### src/rtl/gcd_ctrl.sv
// Control FSM for a subtractive GCD engine: loads operands, runs compare/subtract loop, flags errors.
// Latency 3+2N cycles from start to done for N iterations; start/done level handshake, no abort except reset.
module gcd_ctrl #(
    parameter int DATA_WIDTH = 8,
    parameter int ITER_W     = 8,
    parameter int MAX_ITER   = 255
) (
    input  logic              i_clk,
    input  logic              i_rst_n,
    input  logic              start,
    input  logic              a_zero,
    input  logic              b_zero,
    input  logic              lt,
    input  logic              gt,
    input  logic              eq,
    output logic              ld_A,
    output logic              ld_B,
    output logic              sel_in,
    output logic              sel_sub,
    output logic              busy,
    output logic              done,
    output logic              err,
    output logic [ITER_W-1:0] iter_cnt
);

    generate
        if (DATA_WIDTH < 1 || MAX_ITER > (1 << ITER_W) - 1) begin : g_param_check
            $error("gcd_ctrl: illegal parameter combination");
        end
    endgenerate

    typedef enum logic [2:0] {
        IDLE,
        LOAD,
        CMP,
        SUB_A,
        SUB_B,
        DONE
    } state_t;

    state_t            state;
    state_t            state_nxt;
    logic              err_nxt;
    logic [ITER_W-1:0] iter_nxt;

    always_ff @(posedge i_clk) begin
        if (!i_rst_n) begin
            state    <= IDLE;
            err      <= 1'b0;
            iter_cnt <= '0;
        end else begin
            state    <= state_nxt;
            err      <= err_nxt;
            iter_cnt <= iter_nxt;
        end
    end

    always_comb begin
        state_nxt = state;
        err_nxt   = err;
        iter_nxt  = iter_cnt;
        ld_A      = 1'b0;
        ld_B      = 1'b0;
        sel_in    = 1'b0;
        sel_sub   = 1'b0;
        busy      = 1'b0;
        done      = 1'b0;
        case (state)
            IDLE: begin
                if (start) state_nxt = LOAD;
            end
            LOAD: begin
                ld_A      = 1'b1;
                ld_B      = 1'b1;
                sel_in    = 1'b1;
                busy      = 1'b1;
                err_nxt   = 1'b0;
                iter_nxt  = '0;
                state_nxt = CMP;
            end
            CMP: begin
                busy = 1'b1;
                // Zero operands never converge, so they outrank eq; the timeout
                // check sits ahead of any further subtraction so iter_cnt cannot wrap.
                if (a_zero || b_zero) begin
                    state_nxt = DONE;
                    err_nxt   = 1'b1;
                end else if (eq) begin
                    state_nxt = DONE;
                end else if (iter_cnt == ITER_W'(MAX_ITER)) begin
                    state_nxt = DONE;
                    err_nxt   = 1'b1;
                end else if (gt) begin
                    state_nxt = SUB_A;
                end else if (lt) begin
                    state_nxt = SUB_B;
                end else begin
                    state_nxt = DONE;
                    err_nxt   = 1'b1;
                end
            end
            SUB_A: begin
                ld_A      = 1'b1;
                busy      = 1'b1;
                iter_nxt  = iter_cnt + ITER_W'(1);
                state_nxt = CMP;
            end
            SUB_B: begin
                ld_B      = 1'b1;
                sel_sub   = 1'b1;
                busy      = 1'b1;
                iter_nxt  = iter_cnt + ITER_W'(1);
                state_nxt = CMP;
            end
            DONE: begin
                done = 1'b1;
                busy = 1'b1;
                if (!start) state_nxt = IDLE;
            end
            default: state_nxt = IDLE;
        endcase
    end

endmodule

### config.mk
export PLATFORM = sky130hd
export DESIGN_NAME = gcd_ctrl
export DESIGN_NICKNAME = d
export VERILOG_FILES = /design/src/rtl/gcd_ctrl.sv
export SDC_FILE = /design/constraint.sdc
export NUM_CORES = 1
export LEC_CHECK = 0
export ABC_AREA = 0
export BUFFER_PORTS_ARGS = -buffer_cell sky130_fd_sc_hd__buf_4
export CAP_MARGIN = 20
export CORE_ASPECT_RATIO = 1.25
export CORE_MARGIN = 3
export CORE_UTILIZATION = 30
export CTS_BUF_LIST = sky130_fd_sc_hd__clkbuf_4 sky130_fd_sc_hd__clkbuf_8 sky130_fd_sc_hd__clkbuf_16
export CTS_CLUSTER_DIAMETER = 120
export DETAILED_ROUTE_END_ITERATION = 16
export GPL_ROUTABILITY_DRIVEN = 0
export PLACE_DENSITY_LB_ADDON = 0.15
export SYNTH_ARGS = -nofsm -noshare
export SYNTH_HDL_FRONTEND = slang
export SYNTH_SLANG_ARGS = --single-unit
### constraint.sdc
create_clock -name i_clk -period 2.32 [get_ports i_clk]
set_input_delay 0.348 -clock i_clk [delete_from_list [all_inputs] [get_ports i_clk]]
set_output_delay 0.348 -clock i_clk [all_outputs]
set_load 0.01 [all_outputs]
---- After elaboration in Yosys (flattened, before gate mapping) ----
Cells that the tools add are included.
word-level totals
  logic and storage cells ................. 47
  output and inout bits ................... 15
  input bits .............................. 8
  flip-flop bits (word level) ............. 12
operators by class
  multiplexer cells ....................... 21
  equal/unequal tests ..................... 11
  reductions and logical operators ........ 11
  $add $sub $neg .......................... 1
operators with widths
  cell                                           count
  2-to-1 mux 3 bit                               6
  case mux 8 bit (2 select lines)                1
  2-to-1 mux 1 bit                               12
  case mux 3 bit (4 select lines)                1
  adder 8 x 1 -> 8 bit, second input constant    1
  == test 8 bit, second input constant           1
  != test 4 bit, second input constant           2
  == test 3 x 2 -> 1 bit, second input constant  2
  == test 3 bit, second input constant           2
  OR reduction 2 bit                             3
  OR reduction 5 bit                             1
  != test 2 bit, second input constant           2
  AND reduction 4 bit                            1
  nonzero test 2 bit                             2
  == test 3 x 1 -> 1 bit, second input constant  1
  zero test 3 bit                                1
  != test 3 bit, second input constant           1
  OR reduction 3 bit                             1
  case mux 1 bit (2 select lines)                1
  AND reduction 2 bit                            1
  logical OR 1 bit                               1

---- Logic depth before layout (Yosys ltp) ----
  depth in word-level cells ............... 6
  mapped depth ............................ 6
  depth with buffers taken out ............ 5

---- Worst setup path before layout ----
OpenSTA, ideal clock, no wires.
  path kind ............................... register to register
  start point ............................. register iter_cnt[2]
  end point ............................... register state[1]
  data required time ...................... 2.200 ns
  path buffers ............................ 0
  arrival time ............................ 1.210 ns
  cell stages (with the launch flop) ...... 5
  setup slack ............................. 0.990 ns
  library setup time ...................... 0.120 ns
  cell sequence ........................... dfxtp_1 -> and4_1 -> nand4_2 -> and3_1 -> o31a_1
on the way
  cells in the longest elaborated chain, start to end .. 5
ends and longest elaborated chain
  what                             RTL line  text
  start: declaration               23        output logic [ITER_W-1:0] iter_cnt
  start signal: assignment         54        iter_cnt <= iter_nxt;
  == test 8 bit                    90        end else if (iter_cnt == ITER_W'(MAX_ITER)) begin
  2-to-1 mux 3 bit                 90
  2-to-1 mux 3 bit                 88        end else if (eq) begin
  2-to-1 mux 3 bit                 85        if (a_zero || b_zero) begin
  case mux 3 bit (4 select lines)  68        case (state)
  end signal: assignment           52        state <= state_nxt;
  end: declaration                 41        state_t state;
Every way passes these cells.
A chain may end at the register's enable or synchronous reset.

---- Final worst setup path ----
  start point ............................. register state[2]
  end point ............................... output port ld_B
on the way
  cells in the longest elaborated chain, start to end .. 3
  elaborated cells between the ends (all ways) .. 4
  classes of those cells .................. eq/ne: 2; mux: 1; reduce/logical: 1
ends and longest elaborated chain
  what                                                            RTL line  text
  == test 3 bit / == test 3 x 1 -> 1 bit (equally long branches)  68
  OR reduction 2 bit (no line) *                                  --
  2-to-1 mux 1 bit *                                              68
  end: declaration                                                17        output logic ld_B,
Every way passes the cells marked *; elsewhere a longest branch is shown, timed or not.

==> reports/summary.txt <==
Initial antenna violation count: 0
Cts bufs inserted: 3
Critical path's slowest cell: dfxtp_1
Worst slew pin tran: 475.5 ps
Top Ports: 23
Ordered list of cells on the worst path: nand2b_1 > nor2_1 > or2_2 > buf_4
Vias in the first global route: 553
CTS Root Cell: clkbuf_4
Sequential area share after synthesis: 34.41%
Max Cap Viol: 0
Core box area: 2095 sq um
Ys Warns: 0
Pre-CTS setup slack: 838.2 ps
Die area: 2946 sq um
Final wirelength: 1406 microns
Reg2Reg Setup Slack: 910 ps
Worst setup SP type: register
CP Max Fanout: 9
Final #Nets: 107
All-Layer GR Usage: 10.83%
Switching portion of total power: 26.97%
Routed Antenna Nets: 0
Die Span X: 49.15 microns
Setup violators final: 0
Slowest stage delay, CP: 450 ps
Clock Latency Late Sink: 270 ps
Via density: 4.810
Area after DPL: 867.1 sq um
CTS sink cnt: 12
Share of cells above drive strength 1: 35.42%
Area Overhead vs Synth: 27.42%
Non-Filler Instances: 126
Setup TNS: 0 ps
Switching power total: 0.0001183 W
Synthesized area per cell: 9.309 sq um
Port bufs: 22
Clk pwr share: 27.8%
Pleak: 0.4086 nW
Layout fillers: 227
First-pass GRT wire length: 2449 microns
Wire length per cell: 11.16 microns
RSZ-0062 raised after global routing: no
Synth cell types: 33
Rows: 18
DR pass1 iterations: 2
Commonest non-fill, non-tap cells in the layout: buf_4, dfxtp_1, nor2_1
Post-CTS setup buffers: 0
Total gr overflow: 0
Commonest non-fill, non-tap cell in the layout: buf_4
Synthesized net count: 84
Clk slew on worst S/H paths: 60 ps
Placed insts: 123
DRC: 0
Die height: 59.94 microns
CP Class: register to output port
Post-route design area: 889.6 sq um
Critical path required time: 1970 ps
Fmax: 567.4 MHz
Pin count of the biggest net entering global routing: 12
Critical path endpoint category: output port
Hold Violations, Final: 0
Slew HR: 68.09%
Reg2Reg Depth: 3
HPWL after DPL: 1079 microns
# resized after CTS: 0
Max clock buf depth: 2
Beginning of the worst hold path: start
Flops & latches, synth: 12
Peak VDD IR: 0.2979 mV
WHS Endpoint: state[2]
Power share of the combinational group: 19.9%
Mapped Cells: 75
Reg-to-reg startpoint: state[0]
Initial Util: 33.33%
Power Dens Cells: 492.9 nW/um^2
Cell Area, Synth: 698.2 sq um
CTS tree: built
Worst Hold Class: input port to register
CP arrival: 1410 ps
FF-to-FF End: err
Crit path time final: 1762 ps
Clock skew: 4.894 ps
Flop pwr share: 52.2%
Max-slew violations: 0
Vias: 606
Status: completed
DRT iter0 DRCs: 8
WHS Path Cells: 2
Ant diodes: 0
Hold_buf cts: 0
Slack of the critical path: 557.5 ps
H-tree levels: 1
Int Power: 0.0003202 W
Period utilisation layout: 75.97%
## flip-flops by register name, summed over array words and instances (netlist names)
name	cells
err	1
state	3
iter_cnt	8
## synthesized netlist by cell type (all sizes together)
library cell  count  area share [%]
nand4             1             1.8
nor2b             2             1.8
o21ai             2             1.4
inv               1            0.54
nor3b             1             2.7
nand2b            1            0.90
o2111ai           2             2.5
xor2              7             8.8
or2               1            0.90
buf               3             4.3
o211ai            4             4.3
nor4b             2             2.5
a21oi             3             2.1
dfxtp            12              34
clkbuf            1            0.54
and3              2             1.8
and2              2             1.8
mux2              1             1.6
nor3              1            0.72
a31o              2             2.5
mux2i             1             1.4
a22oi             1             1.1
and4              1             1.3
nor2              9             4.8
o21ba             1             1.4
a221oi            1             2.1
o21a              1             1.1
o31a              1             1.3
ha                1             1.8
nand2             4             2.1
o211a             2             2.9
nand3             1            0.72
## power by group through the flow
stage / Sequential, W / Clock, W / Combinational, W
floorplan: 0.000227 / 0 / 0.0000616
global placement: 0.000233 / 0 / 0.0000881
detailed placement: 0.000234 / 0 / 0.0000883
CTS: 0.000229 / 0.000133 / 0.0000886
global route: 0.000231 / 0.000148 / 0.0000972
finish: 0.000229 / 0.000122 / 0.0000874
## cells by family after synthesis
group / after synthesis / synth area share, %
and+or+nand+nor: 28 / 23.83
AOI/OAI and AO/OA: 20 / 22.76
DFF: 12 / 34.41
xor gates and xnor gates: 7 / 8.782
buffers and inverters: 5 / 5.375
muxes: 2 / 3.047
adders and majority gates: 1 / 1.792
## worst max path at each step
stage	start	endpoint	slack, ps	cells past startpoint
floorplan	iter_cnt[2]	state[1]	990	4
global placement	state[2]	ld_B	870	4
detailed placement	state[2]	ld_B	840	4
CTS	state[2]	ld_B	530	3
global route	state[2]	ld_B	410	3
finish	state[2]	ld_B	560	4
## cell type report
cell class / instances / area (sq um) / area share [%]
inverter: 1 / 3.754 / 0.4219
tap: 30 / 37.54 / 4.219
sequential: 12 / 240.2 / 27.00
multi-input combinational: 58 / 420.4 / 47.26
clock buffer: 3 / 22.52 / 2.532
timing repair buffer: 22 / 165.2 / 18.57
## stage by stage
stage / power [W] / utilization [%] / hold slack, ps
after global placement: 0.0003215 / 41.40 / 467.2
after CTS: 0.0004505 / 42.47 / 324.6
after global routing: 0.0004762 / 42.47 / 311.0
final: 0.0004385 / 42.47 / 334.7
after detailed placement: 0.0003220 / 41.40 / 470.9
after floorplan: 0.0002885 / - / 493.2
## metal layers
layer	track usage (%)	share of wire, %	wire length, microns	vias up
li1	-	-	-	320
met1	13.77	47	667	272
met2	15.90	46	651	14
met3	5.237	6.1	86	0
met4	3.659	0	0	0
met5	0	0	0	-
## critical path: cells and delay by family (launching register included)
family / cells / cell delay (ps)
buffers and inverters: 1 / 140
and+or+nand+nor: 3 / 560
DFF: 1 / 450
Power figures use the tool's default switching activity.
